`src/rtl/mem_arbiter_if.sv`:
```
// Bus bundle tying the IF/LS pipeline ports and the unified memory port to the arbiter.
interface mem_arbiter_if #(
    parameter int unsigned ADDR_W = 32,
    parameter int unsigned DATA_W = 32
);
    localparam int unsigned MASK_W = DATA_W / 8;

    logic              i_if_req;
    logic [ADDR_W-1:0] i_if_addr;
    logic              o_if_ack;
    logic [DATA_W-1:0] o_if_rdata;
    logic              o_if_stall;

    logic              i_ls_req;
    logic              i_ls_we;
    logic [ADDR_W-1:0] i_ls_addr;
    logic [DATA_W-1:0] i_ls_wdata;
    logic [MASK_W-1:0] i_ls_bmask;
    logic              o_ls_ack;
    logic [DATA_W-1:0] o_ls_rdata;
    logic              o_ls_stall;

    logic              o_mem_req;
    logic              o_mem_we;
    logic [ADDR_W-1:0] o_mem_addr;
    logic [DATA_W-1:0] o_mem_wdata;
    logic [MASK_W-1:0] o_mem_bmask;
    logic              i_mem_ready;
    logic              i_mem_rvalid;
    logic [DATA_W-1:0] i_mem_rdata;

    logic              o_err;

    modport slave (
        input  i_if_req, i_if_addr,
        output o_if_ack, o_if_rdata, o_if_stall,
        input  i_ls_req, i_ls_we, i_ls_addr, i_ls_wdata, i_ls_bmask,
        output o_ls_ack, o_ls_rdata, o_ls_stall,
        output o_mem_req, o_mem_we, o_mem_addr, o_mem_wdata, o_mem_bmask,
        input  i_mem_ready, i_mem_rvalid, i_mem_rdata,
        output o_err
    );

    modport master (
        output i_if_req, i_if_addr,
        input  o_if_ack, o_if_rdata, o_if_stall,
        output i_ls_req, i_ls_we, i_ls_addr, i_ls_wdata, i_ls_bmask,
        input  o_ls_ack, o_ls_rdata, o_ls_stall,
        input  o_mem_req, o_mem_we, o_mem_addr, o_mem_wdata, o_mem_bmask,
        output i_mem_ready, i_mem_rvalid, i_mem_rdata,
        input  o_err
    );
endinterface

```
`src/rtl/mem_arbiter.sv`:
```
// Arbitrates the IF and LS ports onto one single-port memory: registered command
// phase, then a read-response phase with timeout; acks/stalls go back to the pipeline.
module mem_arbiter #(
    parameter int unsigned ADDR_W       = 32,
    parameter int unsigned DATA_W       = 32,
    parameter int unsigned LS_BURST_MAX = 2,
    parameter int unsigned TIMEOUT      = 15
) (
    input  logic         i_clk,
    input  logic         i_reset,
    mem_arbiter_if.slave bus
);
    localparam int unsigned MASK_W  = DATA_W / 8;
    localparam int unsigned BURST_W = $clog2(LS_BURST_MAX + 1);
    localparam int unsigned TMO_W   = $clog2(TIMEOUT + 1);

    typedef enum logic [2:0] {
        IDLE    = 3'd0,
        IF_CMD  = 3'd1,
        IF_WAIT = 3'd2,
        LS_CMD  = 3'd3,
        LS_WAIT = 3'd4
    } state_e;

    state_e             state_q, state_d;
    logic               mem_req_q, mem_req_d;
    logic               mem_we_q, mem_we_d;
    logic [ADDR_W-1:0]  mem_addr_q, mem_addr_d;
    logic [DATA_W-1:0]  mem_wdata_q, mem_wdata_d;
    logic [MASK_W-1:0]  mem_bmask_q, mem_bmask_d;
    logic [BURST_W-1:0] burst_q, burst_d;
    logic [TMO_W-1:0]   tmo_q, tmo_d;
    logic               err_q, err_d;

    logic accept_c, tmo_hit_c, rsp_c, if_ack_c, ls_ack_c;
    logic arb_c, grant_ls_c, grant_if_c;

    // Response-side decode; the timeout cycle wins over a late rvalid.
    always_comb begin
        accept_c  = mem_req_q & bus.i_mem_ready;
        tmo_hit_c = (tmo_q == TMO_W'(TIMEOUT));
        rsp_c     = tmo_hit_c | bus.i_mem_rvalid;
        if_ack_c  = (state_q == IF_WAIT) & rsp_c;
        ls_ack_c  = ((state_q == LS_WAIT) & rsp_c) |
                    ((state_q == LS_CMD) & mem_we_q & accept_c);
    end

    assign bus.o_if_ack   = if_ack_c;
    assign bus.o_ls_ack   = ls_ack_c;
    assign bus.o_if_stall = bus.i_if_req & ~if_ack_c;
    assign bus.o_ls_stall = bus.i_ls_req & ~ls_ack_c;
    assign bus.o_if_rdata = ((state_q == IF_WAIT) && bus.i_mem_rvalid && !tmo_hit_c) ?
                            bus.i_mem_rdata : '0;
    assign bus.o_ls_rdata = ((state_q == LS_WAIT) && bus.i_mem_rvalid && !tmo_hit_c) ?
                            bus.i_mem_rdata : '0;

    assign bus.o_mem_req   = mem_req_q;
    assign bus.o_mem_we    = mem_we_q;
    assign bus.o_mem_addr  = mem_addr_q;
    assign bus.o_mem_wdata = mem_wdata_q;
    assign bus.o_mem_bmask = mem_bmask_q;
    assign bus.o_err       = err_q;

    always_comb begin
        state_d     = state_q;
        mem_req_d   = mem_req_q;
        mem_we_d    = mem_we_q;
        mem_addr_d  = mem_addr_q;
        mem_wdata_d = mem_wdata_q;
        mem_bmask_d = mem_bmask_q;
        burst_d     = burst_q;
        tmo_d       = tmo_q;
        err_d       = 1'b0;
        arb_c       = 1'b0;
        grant_ls_c  = 1'b0;
        grant_if_c  = 1'b0;

        case (state_q)
            IDLE: arb_c = 1'b1;
            IF_CMD, LS_CMD: begin
                if (accept_c) begin
                    if (mem_we_q) begin
                        arb_c = 1'b1;
                    end else begin
                        mem_req_d = 1'b0;
                        tmo_d     = '0;
                        state_d   = (state_q == IF_CMD) ? IF_WAIT : LS_WAIT;
                    end
                end
            end
            IF_WAIT, LS_WAIT: begin
                if (rsp_c) arb_c = 1'b1;
                else       tmo_d = tmo_q + TMO_W'(1);
            end
            default: state_d = IDLE;
        endcase

        // Completion cycles re-arbitrate directly so back-to-back accesses have no bubble.
        if (arb_c) begin
            tmo_d = '0;
            if (bus.i_ls_req && (burst_q < BURST_W'(LS_BURST_MAX))) grant_ls_c = 1'b1;
            else if (bus.i_if_req)                                  grant_if_c = 1'b1;
            else if (bus.i_ls_req)                                  grant_ls_c = 1'b1;
            else begin
                state_d   = IDLE;
                mem_req_d = 1'b0;
            end
        end

        if (grant_ls_c) begin
            state_d     = LS_CMD;
            mem_req_d   = 1'b1;
            mem_we_d    = bus.i_ls_we;
            mem_addr_d  = bus.i_ls_addr;
            mem_wdata_d = bus.i_ls_we ? bus.i_ls_wdata : '0;
            mem_bmask_d = bus.i_ls_we ? bus.i_ls_bmask : '1;
            if (bus.i_if_req) burst_d = burst_q + BURST_W'(1);
        end

        if (grant_if_c) begin
            state_d     = IF_CMD;
            mem_req_d   = 1'b1;
            mem_we_d    = 1'b0;
            mem_addr_d  = bus.i_if_addr;
            mem_wdata_d = '0;
            mem_bmask_d = '1;
            burst_d     = '0;
        end

        if (!bus.i_if_req) burst_d = '0;

        // Registered error pulse lines up with the timeout ack cycle.
        err_d = ((state_d == IF_WAIT) || (state_d == LS_WAIT)) && (tmo_d == TMO_W'(TIMEOUT));
    end

    always_ff @(posedge i_clk or negedge i_reset) begin
        if (!i_reset) begin
            state_q     <= IDLE;
            mem_req_q   <= 1'b0;
            mem_we_q    <= 1'b0;
            mem_addr_q  <= '0;
            mem_wdata_q <= '0;
            mem_bmask_q <= '0;
            burst_q     <= '0;
            tmo_q       <= '0;
            err_q       <= 1'b0;
        end else begin
            state_q     <= state_d;
            mem_req_q   <= mem_req_d;
            mem_we_q    <= mem_we_d;
            mem_addr_q  <= mem_addr_d;
            mem_wdata_q <= mem_wdata_d;
            mem_bmask_q <= mem_bmask_d;
            burst_q     <= burst_d;
            tmo_q       <= tmo_d;
            err_q       <= err_d;
        end
    end
endmodule
```
`src/flat_wrapper.sv`:
```
// flat-port wrapper written by rule: the top's interface ports become plain ports
module mem_arbiter_flat 
#(
    parameter int unsigned ADDR_W       = 32,
    parameter int unsigned DATA_W       = 32,
    parameter int unsigned LS_BURST_MAX = 2,
    parameter int unsigned TIMEOUT      = 15
)
  (i_clk, i_reset, bus_i_if_req, bus_i_if_addr, bus_o_if_ack, bus_o_if_rdata, bus_o_if_stall, bus_i_ls_req, bus_i_ls_we, bus_i_ls_addr, bus_i_ls_wdata, bus_i_ls_bmask, bus_o_ls_ack, bus_o_ls_rdata, bus_o_ls_stall, bus_o_mem_req, bus_o_mem_we, bus_o_mem_addr, bus_o_mem_wdata, bus_o_mem_bmask, bus_i_mem_ready, bus_i_mem_rvalid, bus_i_mem_rdata, bus_o_err);
  mem_arbiter_if #(.ADDR_W(ADDR_W), .DATA_W(DATA_W)) bus_i ();
  input  logic i_clk;
  input  logic i_reset;
  input wire logic [$bits(bus_i.i_if_req)-1:0] bus_i_if_req;
  input wire logic [$bits(bus_i.i_if_addr)-1:0] bus_i_if_addr;
  output wire logic [$bits(bus_i.o_if_ack)-1:0] bus_o_if_ack;
  output wire logic [$bits(bus_i.o_if_rdata)-1:0] bus_o_if_rdata;
  output wire logic [$bits(bus_i.o_if_stall)-1:0] bus_o_if_stall;
  input wire logic [$bits(bus_i.i_ls_req)-1:0] bus_i_ls_req;
  input wire logic [$bits(bus_i.i_ls_we)-1:0] bus_i_ls_we;
  input wire logic [$bits(bus_i.i_ls_addr)-1:0] bus_i_ls_addr;
  input wire logic [$bits(bus_i.i_ls_wdata)-1:0] bus_i_ls_wdata;
  input wire logic [$bits(bus_i.i_ls_bmask)-1:0] bus_i_ls_bmask;
  output wire logic [$bits(bus_i.o_ls_ack)-1:0] bus_o_ls_ack;
  output wire logic [$bits(bus_i.o_ls_rdata)-1:0] bus_o_ls_rdata;
  output wire logic [$bits(bus_i.o_ls_stall)-1:0] bus_o_ls_stall;
  output wire logic [$bits(bus_i.o_mem_req)-1:0] bus_o_mem_req;
  output wire logic [$bits(bus_i.o_mem_we)-1:0] bus_o_mem_we;
  output wire logic [$bits(bus_i.o_mem_addr)-1:0] bus_o_mem_addr;
  output wire logic [$bits(bus_i.o_mem_wdata)-1:0] bus_o_mem_wdata;
  output wire logic [$bits(bus_i.o_mem_bmask)-1:0] bus_o_mem_bmask;
  input wire logic [$bits(bus_i.i_mem_ready)-1:0] bus_i_mem_ready;
  input wire logic [$bits(bus_i.i_mem_rvalid)-1:0] bus_i_mem_rvalid;
  input wire logic [$bits(bus_i.i_mem_rdata)-1:0] bus_i_mem_rdata;
  output wire logic [$bits(bus_i.o_err)-1:0] bus_o_err;
  assign bus_i.i_if_req = bus_i_if_req;
  assign bus_i.i_if_addr = bus_i_if_addr;
  assign bus_o_if_ack = bus_i.o_if_ack;
  assign bus_o_if_rdata = bus_i.o_if_rdata;
  assign bus_o_if_stall = bus_i.o_if_stall;
  assign bus_i.i_ls_req = bus_i_ls_req;
  assign bus_i.i_ls_we = bus_i_ls_we;
  assign bus_i.i_ls_addr = bus_i_ls_addr;
  assign bus_i.i_ls_wdata = bus_i_ls_wdata;
  assign bus_i.i_ls_bmask = bus_i_ls_bmask;
  assign bus_o_ls_ack = bus_i.o_ls_ack;
  assign bus_o_ls_rdata = bus_i.o_ls_rdata;
  assign bus_o_ls_stall = bus_i.o_ls_stall;
  assign bus_o_mem_req = bus_i.o_mem_req;
  assign bus_o_mem_we = bus_i.o_mem_we;
  assign bus_o_mem_addr = bus_i.o_mem_addr;
  assign bus_o_mem_wdata = bus_i.o_mem_wdata;
  assign bus_o_mem_bmask = bus_i.o_mem_bmask;
  assign bus_i.i_mem_ready = bus_i_mem_ready;
  assign bus_i.i_mem_rvalid = bus_i_mem_rvalid;
  assign bus_i.i_mem_rdata = bus_i_mem_rdata;
  assign bus_o_err = bus_i.o_err;
  mem_arbiter #(.ADDR_W(ADDR_W), .DATA_W(DATA_W), .LS_BURST_MAX(LS_BURST_MAX), .TIMEOUT(TIMEOUT)) u_core (.i_clk(i_clk), .i_reset(i_reset), .bus(bus_i));
endmodule
```
`config.mk`:
```
export PLATFORM = sky130hd
export DESIGN_NAME = mem_arbiter_flat
export DESIGN_NICKNAME = d
export VERILOG_FILES = /design/src/rtl/mem_arbiter_if.sv /design/src/rtl/mem_arbiter.sv /design/src/flat_wrapper.sv
export SDC_FILE = /design/constraint.sdc
export NUM_CORES = 1
export LEC_CHECK = 0
export CORE_AREA = 2 2 114 116
export DETAILED_ROUTE_END_ITERATION = 10
export DIE_AREA = 0 0 116 118
export PLACE_DENSITY = 0.88
export SYNTH_ARGS = -nofsm -noshare
export SYNTH_HDL_FRONTEND = slang
export SYNTH_SLANG_ARGS = --single-unit
```
`constraint.sdc`:
```
create_clock -name i_clk -period 2.4 [get_ports i_clk]
set_input_delay 0.48 -clock i_clk [delete_from_list [all_inputs] [get_ports i_clk]]
set_output_delay 0.48 -clock i_clk [all_outputs]
set_load 0.02 [all_outputs]
```
==> reports/qor.yml <==
status: "complete, no violations"
synthFlopType: "dfrtp_1"
port_buffers: 277
grt-ovfl-total: 0
cts_tree: "built"
coreArea_um2: 12400
synthTopCellsByArea: "dfrtp_1, mux2_4, and2_1, mux2_2, mux2i_1"
yosysMostFrequentCell: "dfrtp_1"
grt_pass1_wl_mm: 25.7
wl_per_cell_um: 18.9
drc: 0
synth_top_area_cell: "dfrtp_1"
fin_util_pct: 64.7
yosys_warnings: 0
power_density_nw_per_um2: 1130
ys_seq_area_share_pct: 43.2
crit_path_top_delay_cell: "or3b_4"
dieArea_um2: 13700
fin_ws_ns: 0.0506
cp-end-kind: "output pin"
cp_max_fo: 13
syn_nets: 558
clock_path_buffers: 2
path_clk_slew_ns: 0.06
diodes: 0
h-tree-depth: 3
die_w_um: 116
grt_max_degree: 42
post-route-period-util_pct: 97.9
via_count: 4361
grt_pass1_vias: 4748
clkLatencyLatePin_ns: 0.34
die_h_um: 118
drtIter0Drc: 134
cp.required_ns: 1.92
netlist.area_leader.share_pct: 43.2
tightest_slew_ns: 0.510
antenna_found_initial: 0
firstDrtPassIters: 4
relSlewSlack_pct: 66.0
rows: 41
grt_use_total_pct: 24.6
cts_buffers: 9
synth_commonest_cells: "dfrtp_1, and2_1, nand2_1"
numClockSinks: 80
ir_drop_v: 0.000643
path_class: "flop to output pin"
hpwl_mm: 12.8
async_flop_share_pct: 100
cts_root_buf: "clkbuf_16"
cp.arrival_ns: 1.87
final_nets: 859
slowest_delay_ns: 0.43
hold_viol: 0
skew_ns: 0.00971
synthCells: 418
ys_ff_latch: 80
synth_cell_type_count: 44
routed_wl_mm: 16.9
worstPathCellList: "or3b_4, nor2_4, buf_6, and2_1, clkdlybuf4s15_2"
drv_cap: 0
setup_viol: 0
start_util_pct: 37.4
timing.fmax_mhz: 426
antenna_left: 0
dpl_cell_area_um2: 7730
layout_min_cycle_time_ns: 2.35
final_max_slew_viol_count: 0
via_per_inst: 4.87
synth-edff-count: 0
routabilityCongestion: 0.903
num_io_pins: 278
netlist_area_um2: 4640
syn2layout_area_growth_pct: 73.2
dp_slack_ns: -0.347
final_layout_size_suffix_gt1_share_pct: 28.4
p_leak_uw: 0.00358
synth_area_per_cell_um2: 11.1
worst_setup_path_start_kind: "flop"
min_path_type: "input port to asynchronous set/reset pin"
fin_area_um2: 8030
## layout make-up
cell class,count,area [um2]
Clock inverter,2,38.8
Clock buffer,13,260
Inverter,36,135
Multi-Input combinational cell,277,2360
Fill cell,963,4380
Timing Repair Buffer,315,3020
Sequential cell,80,2000
Tap cell,172,215
## power breakdown
part	switching (uW)	total, uW	internal, uW
registers	412	2410	1990
clock network	522	1380	859
logic	2470	5280	2810
total	3410	9070	5660
## path summary, 6_finish.rpt
| path | to | cells past startpoint | slack, ns | start |
|---|---|---|---|---|
| setup / recovery | bus_o_ls_rdata[30] | 5 | 0.05 | u_core.state_q[1] |
| hold / removal | u_core.bus.o_mem_wdata[16] | 1 | 0.11 | i_reset |
| max in group asynchronous | u_core.state_q[2] | 2 | 1.67 | i_reset |
| min in group i_clk | u_core.bus.o_mem_addr[28] | 1 | 0.51 | u_core.bus.o_mem_addr[28] |
| setup reg to reg | u_core.bus.o_mem_addr[22] | 8 | 0.12 | u_core.tmo_q[1] |
| hold reg to reg | u_core.bus.o_mem_addr[28] | 1 | 0.51 | u_core.bus.o_mem_addr[28] |
## sequential cells by signal (all words and copies together), names as in the netlist
register / count
u_core.bus.o_mem_wdata: 32
u_core.state_q: 3
u_core.bus.o_err: 1
u_core.bus.o_mem_bmask: 4
u_core.bus.o_mem_we: 1
u_core.tmo_q: 4
u_core.burst_q: 2
u_core.bus.o_mem_req: 1
u_core.bus.o_mem_addr: 32
## critical path: cells and delay by family (launching register included)
family,cells,cell delay (ns)
simple gates,3,0.73
buf+inv,2,0.41
flops,1,0.38
## cells by family after synthesis
group                    after synthesis  share of synthesized area, %
adder cells (fa/ha/maj)                1                         0.270
buffers and inverters                 61                          7.39
AO/OA/AOI/OAI                         23                          3.86
multiplexers                         104                          27.2
flip-flops                            80                          43.2
XOR/XNOR                               3                         0.729
AND/OR/NAND/NOR                      146                          17.4
## cells in the final DEF (no fill, tap or decap), types with 3 or more instances in the layout
cell	count
a21oi_1	5
a31o_2	3
and2_1	65
buf_12	7
buf_2	25
buf_4	33
buf_6	6
clkbuf_16	10
clkbuf_2	10
clkdlybuf4s15_2	24
clkdlybuf4s50_1	207
dfrtp_1	80
inv_1	36
mux2_2	33
mux2_4	36
mux2i_1	35
nand2_1	39
nand2b_1	6
nand3_1	4
nor2_1	7
o21ai_0	4
## metrics by stage
stage | hold WS (ns) | setup TNS (ns) | cells | power, uW
after floorplan | 0.184 | 0 | 418 | 5410
after global placement | 0.481 | -21.19 | 874 | 7390
after detailed placement | 0.488 | -24.34 | 874 | 7540
after CTS | 0.119 | -0.0195 | 892 | 9010
after global routing | 0.141 | -0.0313 | 895 | 9500
final | 0.107 | 0 | 895 | 9070
## metal layers
layer / wire, um / vias to the layer above / GRT usage (%)
met1: 5960 / 2089 / 25.5
met2: 8800 / 222 / 43.8
met3: 1340 / 54 / 7.16
met5: 0 / - / 0
li1: - / 1996 / -
met4: 835 / 0 / 13.5
## repair_timing
item                                    CTS  global route
hold buffers                              0             0
cloned                                    2             1
endpoints found under the setup margin   62            67
setup buffers                             1             2
pin swaps                                 0             3
resized for setup                       199            27
(Power assumes the default switching activity.)
==> variant 1, RTL diff (same flow settings) <==
Take the reset off `mem_addr_q` and load it in a clocked block of its own.
--- a/src/rtl/mem_arbiter.sv
+++ b/src/rtl/mem_arbiter.sv
@@ -138,7 +138,6 @@
             state_q     <= IDLE;
             mem_req_q   <= 1'b0;
             mem_we_q    <= 1'b0;
-            mem_addr_q  <= '0;
             mem_wdata_q <= '0;
             mem_bmask_q <= '0;
             burst_q     <= '0;
@@ -148,7 +147,6 @@
             state_q     <= state_d;
             mem_req_q   <= mem_req_d;
             mem_we_q    <= mem_we_d;
-            mem_addr_q  <= mem_addr_d;
             mem_wdata_q <= mem_wdata_d;
             mem_bmask_q <= mem_bmask_d;
             burst_q     <= burst_d;
@@ -156,4 +154,8 @@
             err_q       <= err_d;
         end
     end
+
+    always_ff @(posedge i_clk) begin
+        mem_addr_q <= mem_addr_d;
+    end
 endmodule
Formal check against the unedited RTL: not equivalent (Yosys sat finds a counterexample within 4 cycles, from zero or initial values and one cycle with i_reset low).
==> variant 1 against the original RTL <==
Worst setup slack lost 0.058 ns. Synthesized cell count down 26%. The flow now finishes with violations (setup timing). Synthesized area shrank 17%. Routed wire length fell by 23%. Die area unchanged. Total power shrank 26%. First-iteration DRC count up 25%. Maximum frequency down 2.4%. Highest routed layer unchanged. Final cell count shrank 12%. Design area shrank 5.6%. Register-to-register slack worse by 0.07 ns. Sequential power is 11% lower. Sequential cell count did not move. Sequential share of layout area increased by 3.6 points.
==> variant 1: results (changes against the original RTL) <==
metric	value	unit	change
run status	finished with violations		
failing checks	setup timing		
sequential area share after synthesis	0.560		+0.128
pre-CTS setup slack	-0.395	ns	-0.0477 ns
Inst Count DP	764		-13%
Distinct cells, synth	47		+6.8%
largest net degree at the start of global routing	49		+17%
Mean Syn Cell Area	12.5	um2	+12%
VDD IR max	0.634	mV	-1.4%
Synth Flop Type	dfrtp_1		
Via Count	3673		-16%
P_leak	3.05	nW	-15%
# fillers	985		+2.3%
Relative slew margins	0.599		-0.0615
CP max FO	8		-5
Final Skew	0.0104	ns	+0.000682 ns
DRT iter0 DRCs	168		+25%
setup violators final	1		+1
Critical Path Max Stage Delay	0.42	ns	
Final Net Count	749		-13%
asr flop ratio synth	0.600		-0.400
drt total wl	13100	um	-23%
Post-synth EDFFs	32		+32
Crit path arrival time	1.93	ns	+0.06 ns
share of post-route cells with drive strength above 1	0.293		+0.00962
GPL Wtd Cong	0.850		-5.9%
first-pass GRT wire length	19000	um	-26%
final instance count without filler cells	786		-12%
setup ws final	-0.00718	ns	-0.0578 ns
synth cell count leaders	and2_1, dfrtp_1, a22o_1, edfxtp_1, mux2_2		
syn_nets	450		-19%
critical path's slowest cell	dfrtp_1		
HPWL after DPL	9890	um	-23%
largest cells by area after synthesis	dfrtp_1, edfxtp_1, and2_1		
variant 1: final timing paths:
path,to,slack [ns],cells after the start
max,bus_o_if_rdata[7],-0.007,9
min reg2reg,u_core.bus.o_mem_wdata[20],0.50,1
min,u_core.bus.o_mem_wdata[15],0.24,2
max in group asynchronous,u_core.state_q[0],1.72,2
min in group i_clk,u_core.bus.o_mem_wdata[20],0.50,1
max reg2reg,u_core.bus.o_mem_addr[10],0.05,7
variant 1: worst max-delay path: cells and delay by family (launching register included):
kind | cells | cell delay (ns)
buffers and inverters | 4 | 0.47
flip-flops | 1 | 0.42
adder cells (fa/ha/maj) | 1 | 0.20
AND/OR/NAND/NOR | 4 | 0.50
variant 1: per-layer routing:
metal | GRT usage | vias to the layer above | wire, um
li1 | - | 1726 | -
met1 | 0.213 | 1749 | 5120
met2 | 0.317 | 187 | 6750
met3 | 0.0474 | 11 | 1120
met4 | 0.0320 | 0 | 99
met5 | 0 | - | 0
variant 1: power by group:
| part | switching (mW) | internal, mW |
|---|---|---|
| sequential | 0.213 | 1.93 |
| clock | 0.546 | 0.797 |
| combinational | 1.59 | 1.65 |
| total | 2.35 | 4.38 |
variant 1: cells by family after synthesis:
family          synth area share
simple gates               0.160
flops                      0.560
buf+inv                   0.0314
compound gates             0.141
xor+xnor                 0.00875
mux                       0.0959
fa+ha+maj                0.00324
variant 1: through the flow:
| stage | total power [mW] | hold slack (ns) | TNS (ns) |
|---|---|---|---|
| 2_1_floorplan | 3.70 | 0.184 | 0 |
| 3_3_place_gp | 5.17 | 0.488 | -27.84 |
| 3_5_place_dp | 5.26 | 0.490 | -29.93 |
| 4_1_cts | 6.68 | 0.253 | -0.0251 |
| 5_1_grt | 7.05 | 0.285 | -0.842 |
| 6_report | 6.73 | 0.237 | -0.00718 |
variant 1: layout make-up:
class | count | area, um2 | area share
tap | 172 | 215 | 0.0284
multi-input combinational | 207 | 1710 | 0.225
timing repair buffer | 308 | 3180 | 0.420
sequential | 80 | 2160 | 0.286
inverter | 3 | 11.3 | 0.00149
clock inverter | 5 | 36.3 | 0.00479
clock buffer | 11 | 264 | 0.0348
variant 1: what timing repair did:
action,4_1_cts,5_1_grt
setup endpoints to repair,68,41
pin swaps,1,4
resized for setup,245,86
cloned,2,0
setup buffers,1,3
==> variant 2, RTL diff (same flow settings) <==
Without the edit above. `LS_BURST_MAX` is set to 2 in 2 places; all go to 8.
--- a/src/rtl/mem_arbiter.sv
+++ b/src/rtl/mem_arbiter.sv
@@ -3,7 +3,7 @@
 module mem_arbiter #(
     parameter int unsigned ADDR_W       = 32,
     parameter int unsigned DATA_W       = 32,
-    parameter int unsigned LS_BURST_MAX = 2,
+    parameter int unsigned LS_BURST_MAX = 8,
     parameter int unsigned TIMEOUT      = 15
 ) (
     input  logic         i_clk,
--- a/src/flat_wrapper.sv
+++ b/src/flat_wrapper.sv
@@ -3,7 +3,7 @@
 #(
     parameter int unsigned ADDR_W       = 32,
     parameter int unsigned DATA_W       = 32,
-    parameter int unsigned LS_BURST_MAX = 2,
+    parameter int unsigned LS_BURST_MAX = 8,
     parameter int unsigned TIMEOUT      = 15
 )
   (i_clk, i_reset, bus_i_if_req, bus_i_if_addr, bus_o_if_ack, bus_o_if_rdata, bus_o_if_stall, bus_i_ls_req, bus_i_ls_we, bus_i_ls_addr, bus_i_ls_wdata, bus_i_ls_bmask, bus_o_ls_ack, bus_o_ls_rdata, bus_o_ls_stall, bus_o_mem_req, bus_o_mem_we, bus_o_mem_addr, bus_o_mem_wdata, bus_o_mem_bmask, bus_i_mem_ready, bus_i_mem_rvalid, bus_i_mem_rdata, bus_o_err);
Formal check against the unedited RTL: not equivalent (a bounded check fails within 4 cycles, from zero or initial values and one cycle with i_reset low).
==> variant 2 against the original RTL <==
Sequential power fell by 4%. Sequential cell count is 2 higher. Routed wire length is 18% lower. Clock power is 9% higher. Design area shrank 0.61%. Synthesized area shrank 4.5%. Total power fell by 9.6%. Worst setup slack better by 0.013 ns. Critical path type unchanged. Highest routed layer unchanged.
==> variant 2: results (changes against the original RTL) <==
metric	value	unit	change
run status	finished, final reports clean		
GPL Wtd Cong	0.876		-3.0%
P_leak	3.41	nW	-4.9%
met2 usage in global routing	0.364		-0.0742
clock share of power	0.184		+0.032
Layout area overhead	80.2	%	
Worst Tran Pin Value	0.498	ns	-0.0118 ns
total track usage	0.203		-0.0435
largest cells by area after synthesis	dfrtp_1, mux2_2, and2_1		
met3 Use GR	0.0618		-0.00978
Sw Ratio	0.368		-0.00784
DRT iter0 DRCs	117		-13%
Critical Path Max Stage Delay	0.39	ns	-0.04 ns
Compound-Gate Fraction of Synth Area	0.0458		+0.00719
Final Net Count	854		-0.58%
Via Count	4184		-4.1%
number of inserted diodes	0		unchanged
met2 WL	7330	um	-17%
Final Skew	0.0104	ns	+0.000642 ns
largest net degree at the start of global routing	45		+7.1%
Inst Count DP	872		-0.23%
adder-cell share of the synthesized area	0.00565		+0.00295
multiplexer area fraction after synthesis	0.250		-0.0222
critical path's slowest cell	dfrtp_1		
Avg WL per Cell	15.5	um	-18%
Distinct cells, synth	40		-9.1%
comb pwr	4.38	mW	-17%
clock buffer count from CTS	9		unchanged
Post-CTS Resized	248		+25%
post-placement cell area	7630	um2	-1.3%
CP max FO	16		+3
# fillers	980		+1.8%
vias in the first global route	4387		-7.6%
drt total wl	13800	um	-18%
share of post-route cells with drive strength above 1	0.273		-0.0106
met1 wire length	5100	um	-14%
first-pass GRT wire length	22300	um	-13%
pre-CTS setup slack	-0.342	ns	+0.00542 ns
WL met3	1130	um	-15%
HPWL after DPL	10900	um	-15%
Synth Area in XOR/XNOR	0.00593		-0.00135
sequential area share after synthesis	0.463		+0.0317
synth cell count leaders	dfrtp_1, and2_1, mux2_2, nand2_1, inv_1		
GR Util met1	0.227		-0.0276
variant 2: layout make-up:
| cell class | count | share of cell area |
|---|---|---|
| Multi-Input combinational cell | 277 | 0.274 |
| Clock inverter | 7 | 0.0125 |
| Tap cell | 172 | 0.0270 |
| Clock buffer | 9 | 0.0282 |
| Timing Repair Buffer | 309 | 0.385 |
| Inverter | 34 | 0.0160 |
| Sequential cell | 82 | 0.257 |
variant 2: path summary, 6_finish.rpt:
kind	startpoint	end	slack, ns	cells after the start
max in group asynchronous	i_reset	u_core.bus.o_mem_addr[10]	1.67	2
min in group i_clk	u_core.bus.o_mem_addr[30]	u_core.bus.o_mem_addr[30]	0.49	1
worst max-delay path	u_core.tmo_q[1]	bus_o_if_rdata[8]	0.06	8
worst min register to register	u_core.bus.o_mem_addr[30]	u_core.bus.o_mem_addr[30]	0.49	1
worst max register to register	u_core.tmo_q[1]	u_core.bus.o_mem_addr[10]	0.15	7
worst min-delay path	i_reset	u_core.bus.o_mem_addr[26]	0.10	1
